<file path="config.mk">
export PLATFORM = sky130hd
export DESIGN_NAME = fifo_burst_reader
export DESIGN_NICKNAME = d
export VERILOG_FILES = /design/src/rtl/fifo_pkg.sv /design/src/rtl/burst_buf.sv /design/src/rtl/fifo_burst_reader.sv
export SDC_FILE = /design/constraint.sdc
export NUM_CORES = 1
export LEC_CHECK = 0
export CELL_PAD_IN_SITES_DETAIL_PLACEMENT = 0
export CELL_PAD_IN_SITES_GLOBAL_PLACEMENT = 1
export CORE_MARGIN = 2
export CORE_UTILIZATION = 51
export DETAILED_ROUTE_END_ITERATION = 7
export GPL_ROUTABILITY_DRIVEN = 0
export PLACE_DENSITY_LB_ADDON = 0.1
export SLEW_MARGIN = 10
export SYNTH_ARGS = -nofsm -noshare
export SYNTH_HDL_FRONTEND = slang
export SYNTH_HIERARCHICAL = 1
export SYNTH_SLANG_ARGS = --single-unit
</file>
<file path="constraint.sdc">
create_clock -name rclk -period 3.8 [get_ports rclk]
set_input_delay 0.76 -clock rclk [delete_from_list [all_inputs] [get_ports rclk]]
set_output_delay 0.76 -clock rclk [all_outputs]
set_load 0.05 [all_outputs]
</file>
<file path="src/rtl/fifo_pkg.sv">
// Shared definitions for the fifo1 read-side burst reader and its writer-side peer.
package fifo_pkg;

    typedef enum logic [1:0] {
        IDLE   = 2'd0,
        FILL   = 2'd1,
        STREAM = 2'd2,
        DONE   = 2'd3
    } state_t;

    localparam int DSIZE_DEF = 8;
    localparam int BURST_DEF = 16;
    localparam int CW_DEF    = 9;

    // Address width for a buffer of the given depth; a depth of 1 still needs one bit.
    function automatic int addr_width(input int depth);
        return (depth > 1) ? $clog2(depth) : 1;
    endfunction

endpackage

</file>
<file path="src/rtl/burst_buf.sv">
// Burst buffer: one synchronous write port and one registered, enable-gated read port.
module burst_buf #(
    parameter int DSIZE = 8,
    parameter int DEPTH = 16,
    parameter int AW    = 4
) (
    input  logic             clk,
    input  logic             wr_en,
    input  logic [AW-1:0]    wr_addr,
    input  logic [DSIZE-1:0] wr_data,
    input  logic             rd_en,
    input  logic [AW-1:0]    rd_addr,
    output logic [DSIZE-1:0] rd_data
);

    logic signed [DSIZE-1:0] mem [DEPTH];

    always_ff @(posedge clk) begin
        if (wr_en) begin
            mem[wr_addr] <= wr_data;
        end
        // Write-first on a same-address collision so a one-word burst streams the fresh word.
        if (rd_en) begin
            if (wr_en && (wr_addr == rd_addr)) begin
                rd_data <= wr_data;
            end else begin
                rd_data <= mem[rd_addr];
            end
        end
    end

endmodule

</file>
<file path="src/rtl/fifo_burst_reader.sv">
// Pops a fixed-length burst from fifo1, buffers it, then replays it as a valid/ready stream.
module fifo_burst_reader
    import fifo_pkg::*;
#(
    parameter int DSIZE = DSIZE_DEF,
    parameter int BURST = BURST_DEF,
    parameter int CW    = CW_DEF
) (
    input  logic             rclk,
    input  logic             rrst_n,
    input  logic             start,
    input  logic             rempty,
    input  logic [DSIZE-1:0] rdata,
    output logic             rinc,
    output logic [DSIZE-1:0] out_data,
    output logic             out_valid,
    input  logic             out_ready,
    output logic             busy,
    output logic             done,
    output logic [CW-1:0]    fill_cnt
);

    localparam int            AW       = addr_width(BURST);
    localparam logic [CW-1:0] FULL_CNT = CW'(BURST);
    localparam logic [CW-1:0] LAST_IDX = CW'(BURST - 1);

    state_t            state_reg;
    logic [CW-1:0]     rd_idx_reg;
    logic              last_fill;
    logic              xfer;
    logic              last_xfer;
    logic              buf_rd_en;
    logic [AW-1:0]     buf_rd_addr;
    logic [DSIZE-1:0]  buf_rd_data;

    assign rinc      = (state_reg == FILL) && !rempty && (fill_cnt < FULL_CNT);
    assign last_fill = rinc && (fill_cnt == LAST_IDX);
    assign xfer      = (state_reg == STREAM) && out_valid && out_ready;
    assign last_xfer = xfer && (rd_idx_reg == LAST_IDX);

    // The read register is loaded with buf[0] on the final capture and advanced only on a
    // transfer, so it holds its word for as long as the consumer stalls.
    assign buf_rd_en   = last_fill || (xfer && !last_xfer);
    assign buf_rd_addr = last_fill ? '0 : AW'(rd_idx_reg + 1'b1);
    assign out_data    = out_valid ? buf_rd_data : '0;

    burst_buf #(
        .DSIZE (DSIZE),
        .DEPTH (BURST),
        .AW    (AW)
    ) u_buf (
        .clk     (rclk),
        .wr_en   (rinc),
        .wr_addr (fill_cnt[AW-1:0]),
        .wr_data (rdata),
        .rd_en   (buf_rd_en),
        .rd_addr (buf_rd_addr),
        .rd_data (buf_rd_data)
    );

    always_ff @(posedge rclk) begin
        if (!rrst_n) begin
            state_reg  <= IDLE;
            fill_cnt   <= '0;
            rd_idx_reg <= '0;
            out_valid  <= 1'b0;
            busy       <= 1'b0;
            done       <= 1'b0;
        end else begin
            done <= 1'b0;
            case (state_reg)
                IDLE: begin
                    if (start) begin
                        state_reg <= FILL;
                        fill_cnt  <= '0;
                        busy      <= 1'b1;
                    end
                end
                FILL: begin
                    if (rinc) begin
                        fill_cnt <= fill_cnt + 1'b1;
                        if (fill_cnt == LAST_IDX) begin
                            state_reg  <= STREAM;
                            out_valid  <= 1'b1;
                            rd_idx_reg <= '0;
                        end
                    end
                end
                STREAM: begin
                    if (xfer) begin
                        if (last_xfer) begin
                            out_valid <= 1'b0;
                            state_reg <= DONE;
                            done      <= 1'b1;
                        end else begin
                            rd_idx_reg <= rd_idx_reg + 1'b1;
                        end
                    end
                end
                DONE: begin
                    state_reg <= IDLE;
                    busy      <= 1'b0;
                end
                default: state_reg <= IDLE;
            endcase
        end
    end

endmodule

</file>
# Word level (Yosys, flattened, before mapping)
# Memory sizes are Yosys's and may differ from the RTL's. A register that Yosys moved wholly into a read port is not among the register bits.
# Cells that the tools add are included.
[word_totals] reg_bits=23 ram_bits=128 mem_count=1 input_bits=13 wordCells=67 out_inout_bits=21
[mem_list] memory="u_buf.mem" depth=16 width=8 read_ports=1 rd_clocked_by_memory_dff=1 wr=1 line_no="burst_buf.sv:16" source="logic signed [DSIZE-1:0] mem [DEPTH];"
[classes] order_cmp=1 mux=26 n_addsub=2 n_eq_ne=11 n_reduce_logical=20
[ops] op="9-bit 2-to-1 mux" count=6
[ops] op="9-bit case mux with 2 select lines" count=2
[ops] op="9-bit by 1-bit adder with 9-bit output (second input constant)" count=2
[ops] op="9-bit by 4-bit equality test with 1-bit output (second input constant)" count=2
[ops] op="5-bit AND reduction" count=3
[ops] op="2-bit 2-to-1 mux" count=5
[ops] op="2-bit inequality test (second input constant)" count=5
[ops] op="9-bit by 5-bit less-than comparator with 1-bit output (second input constant)" count=1
[ops] op="1-bit 2-to-1 mux" count=8
[ops] op="8-bit 2-to-1 mux" count=1
[ops] op="2-bit case mux with 4 select lines" count=1
[ops] op="1-bit logical AND" count=7
[ops] op="3-bit AND reduction" count=2
[ops] op="2-bit nonzero test" count=3
[ops] op="2-bit equality test (second input constant)" count=2
[ops] op="4-bit 2-to-1 mux" count=1
[ops] op="1-bit case mux with 2 select lines" count=2
[ops] op="2-bit by 1-bit equality test with 1-bit output (second input constant)" count=1
[ops] op="1-bit zero test" count=2
[ops] op="2-bit zero test" count=1
[ops] op="2-bit by 1-bit inequality test with 1-bit output (second input constant)" count=1
[ops] op="2-bit AND reduction" count=1
[ops] op="1-bit logical OR" count=1

# Depth between registers and ports, before layout
[logic_depth] word_depth=7 depth_mapped=11 depth_no_buf=9

# By module
# Netlist, hierarchy kept.
[modules_own_cells] mod="burst_buf" cells_each=242 n_inst=1 seq_area_each_um2=4083.9 area_per_inst_um2=5480.3
[modules_own_cells] mod="fifo_burst_reader" cells_each=167 n_inst=1 seq_area_each_um2=460.4 area_per_inst_um2=1407.6

# Least setup slack after synthesis
# OpenSTA, ideal clock, no wires.
[synth_timing] path_type="input port to flip-flop" from="in rempty" to="mem u_buf.mem[0][0], enable pin" path_slack_ns=-0.337 arrival_time_ns=3.753 setup_ns=0.383 cell_stages=5 t_required_ns=3.417 path_buffers=1 cell_sequence="or4_1 > buf_2 > nor3_1 > or3b_2 > nor3_1"
[synth_between] elab_chain_len=5
[synth_rtl] element="from (decl)" line_no="fifo_burst_reader.sv:12" source="input logic rempty,"
[synth_rtl] element="1-bit zero test" line_no="fifo_burst_reader.sv:36" source="assign rinc = (state_reg == FILL) && !rempty && (fill_cnt < FULL_CNT);"
[synth_rtl] element="1-bit logical AND (2 in a row)" line_no="fifo_burst_reader.sv:36"
[synth_rtl] element="net rinc" line_no="fifo_burst_reader.sv:14" source="output logic rinc,"
[synth_rtl] element="1-bit 2-to-1 mux" line_no="burst_buf.sv:19" source="if (wr_en) begin"
[synth_rtl] element="1-bit 2-to-1 mux (not written as such)" line_no="burst_buf.sv:20" source="mem[wr_addr] <= wr_data;"
[synth_rtl] element="to (decl)" line_no="burst_buf.sv:16"
# The timed path passes the listed nets, and every way through them passes these cells.

# Final worst setup path
[layout_timing] from="in rempty" to="reg u_buf.rd_data[3] (read register of u_buf.mem) (data pin)"
[layout_between] elab_chain_len=5 word_cells_on_any_way=6 classes_between="mux (1); reduce/logical (5)"
[layout_rtl] element="1-bit zero test" line_no="fifo_burst_reader.sv:36"
[layout_rtl] element="1-bit logical AND (2 in a row)" line_no="fifo_burst_reader.sv:36"
[layout_rtl] element="1-bit logical AND" line_no="fifo_burst_reader.sv:37" source="assign last_fill = rinc && (fill_cnt == LAST_IDX);"
[layout_rtl] element="4-bit 2-to-1 mux" line_no="fifo_burst_reader.sv:44" source="assign buf_rd_addr = last_fill ? '0 : AW'(rd_idx_reg + 1'b1);"
[layout_rtl] element="net buf_rd_addr[0]" line_no="fifo_burst_reader.sv:33" source="logic [AW-1:0] buf_rd_addr;"
[layout_rtl] element="to (decl)" line_no="burst_buf.sv:13" source="output logic [DSIZE-1:0] rd_data"
# The timed path passes the listed nets, and every way through them passes these cells.
# A chain may end at the register's enable or synchronous reset.

==> qor.yml <==
synth-seq-cells: 159
die_height_um: 120
seq_area_um2: 4540
yosysSeqAreaShare: 0.660
initial_utilization: 0.522
cts_setup_buffers: 0
h-tree-depth: 4
cp_slowest_cell: "or4_1"
synth_top_cell_by_area: "edfxtp_1"
core_area_um2: 13200
worstPathArrival_ns: 3.54
cp_max_fo: 14
place.port_buffers: 33
synth_area_um2: 6890
hold_viol_final: 0
power.leakage_nw: 2.70
final_max_slew_viol_count: 0
min_path_type: "reg2reg"
num_rows: 42
synth_top_cell_area_share: 0.593
postCtsHoldBufs: 0
fin_crit_sh: 0.886
cp-start-kind: "input port"
drt_iter0_drc: 409
antenna_found_initial: 0
largest_reg_flops: 128
path_cells: "clkdlybuf4s50_1 > or4_1 > nor4_1 > buf_4 > nor2_4 > buf_12 > mux4_1 > mux2i_1 > mux2i_1 > mux2_2"
grt_max_degree: 18
cts_buffers: 17
cts_tree: "built"
drc: 0
diodes: 0
finalWorstSetupSlack_ns: 0.431
rsz0062_at_grt: "false"
top_level_ports: 34
fmax_mhz: 297
powerDensity_nw_per_um2: 486
cp_common_cell: "mux2i_1"
dpl_worst_slack_ns: -0.0395
synth_edf_count: 136
nFillCells: 965
end_kind: "register"
cap_violations: 0
relSlewSlack: 0.433
grt-ovfl-total: 0
utilization: 0.619
syn_avg_cell_area_um2: 16.8
grt_util_all_layers: 0.206
setup_viol: 0
dr.pass1.iters: 4
crit_path_max_incr_delay_ns: 0.46
yosys-top-cells-area: "edfxtp_1 (59%), mux4_1 (8.8%), dfxtp_1 (6.7%)"
final_cells: 658
clk_pin_slew_ns: 0.06
dieArea_um2: 14500
synthArstFlopShare: 0
syn_nets: 429
yosys_warnings: 6
die_w_um: 120
clk_latency_ns: 0.42
synth_cells: 409
grt_pass1_vias: 3727
area_growth_pct: 18.5
ys_types: 52
clockBufferDepth: 2
drive_gt1_frac: 0.189
status: "complete, no violations"
finClkSkew_ns: 0.00670
ir_drop_v: 0.000366
via_per_inst: 5.85
grt_pass1_wl_um: 21400
antenna_left: 0
clock-sinks: 159
multi_input_area_um2: 2210
cp.required_ns: 3.97
wl_per_cell_um: 21.2
final_nets: 492
dr_total_vias: 3849
detailed_place_hpwl_um: 9360
place_inst: 629
cts-root-buf: "clkbuf_16"
cts_resized: 0
tightest_slew_ns: 0.843
wirelength_um: 13900
ys.flop_type: "edfxtp_1"
period_needed_ns: 3.37
worstSetupPathType: "in2reg"
[through the flow]
step	power [W]	TNS, ns	hold slack, ns	area, um^2
floorplan	0.00226	0	0.465	6890
global placement	0.00241	-0.0351	0.466	7620
detailed placement	0.00241	-0.0751	0.480	7620
CTS	0.00400	0	0.498	8170
global route	0.00413	0	0.532	8170
finish	0.00397	0	0.489	8170
[layer usage]
layer / track usage / share of wire / up-vias
li1: - / - / 1775
met1: 0.273 / 0.44 / 1953
met2: 0.337 / 0.50 / 102
met3: 0.0429 / 0.041 / 19
met4: 0.0843 / 0.020 / 0
met5: 0 / 0 / -
[cell usage after synthesis (3+ instances only)]
| library cell | n |
|---|---|
| edfxtp_1 | 136 |
| mux2i_1 | 25 |
| dfxtp_1 | 23 |
| mux4_1 | 23 |
| nor2_1 | 22 |
| nand2_1 | 13 |
| and2_1 | 12 |
| clkbuf_1 | 11 |
| nor3_1 | 11 |
| mux2_2 | 9 |
| mux4_2 | 9 |
| nand3_1 | 9 |
| a21oi_1 | 7 |
| ha_1 | 7 |
| inv_1 | 7 |
| o21ai_0 | 6 |
| and3_1 | 5 |
| buf_6 | 5 |
| nand2b_1 | 5 |
| a32o_1 | 4 |
| or4_1 | 4 |
| a21boi_0 | 3 |
| a31oi_1 | 3 |
| buf_2 | 3 |
| nor2b_1 | 3 |
| nor4_1 | 3 |
| o2111ai_1 | 3 |
| o31ai_1 | 3 |
| xnor2_1 | 3 |
| xor2_1 | 3 |
[kinds of logic (layout without fill, tap and decap cells)]
| logic type | count (synthesis) | in the layout | share of synthesized area |
|---|---|---|---|
| and+or+nand+nor | 101 | 101 | 0.0819 |
| xor gates and xnor gates | 6 | 6 | 0.00763 |
| adders and majority gates | 7 | 7 | 0.0127 |
| AOI/OAI and AO/OA | 42 | 42 | 0.0474 |
| buffers and inverters | 28 | 101 | 0.0223 |
| DFF | 159 | 159 | 0.660 |
| muxes | 66 | 66 | 0.168 |
[where the power goes]
group / switching (W) / internal (W) / total, W / leakage, nW
Clock: 0.000645 / 0.000954 / 0.00160 / 0.255
Sequential: 0.0000167 / 0.00193 / 0.00194 / 1.41
Combinational: 0.000268 / 0.000161 / 0.000428 / 1.04
Total: 0.000929 / 0.00304 / 0.00397 / 2.70
[worst max-delay path: cells and delay by family]
kind          cells  cell delay (ns)
buf+inv           3             0.84
mux               4             1.07
simple gates      3             0.86
[area by class of cell]
cell class              instances  share of cell area
inverters                       7             0.00322
clock inverters                10              0.0143
multi-input cells             222               0.270
well taps                     176              0.0270
clock buffers                  19              0.0530
repair buffers                 65              0.0757
flip-flops and latches        159               0.557
[cell usage in the layout (no fill, tap or decap), types with 12 or more instances in the layout]
master,instances
nand2_1,13
clkdlybuf4s50_1,32
mux4_1,23
and2_1,12
dfxtp_1,23
buf_4,29
clkbuf_16,17
edfxtp_1,136
nor2_1,19
mux2i_1,25
[worst paths after layout]
check	slack, ns	cells past startpoint	from	end
worst max-delay path	0.43	10	rempty	u_buf/rd_data[3]$_DFFE_PP_
worst min register to register	0.49	2	busy$_SDFFE_PN0P_	busy$_SDFFE_PN0P_
worst max register to register	0.60	11	state_reg[1]$_SDFFE_PN0P_	u_buf/rd_data[3]$_DFFE_PP_
worst min-delay path	0.49	2	busy$_SDFFE_PN0P_	busy$_SDFFE_PN0P_
Note: power is estimated with default switching activity, not from simulation.
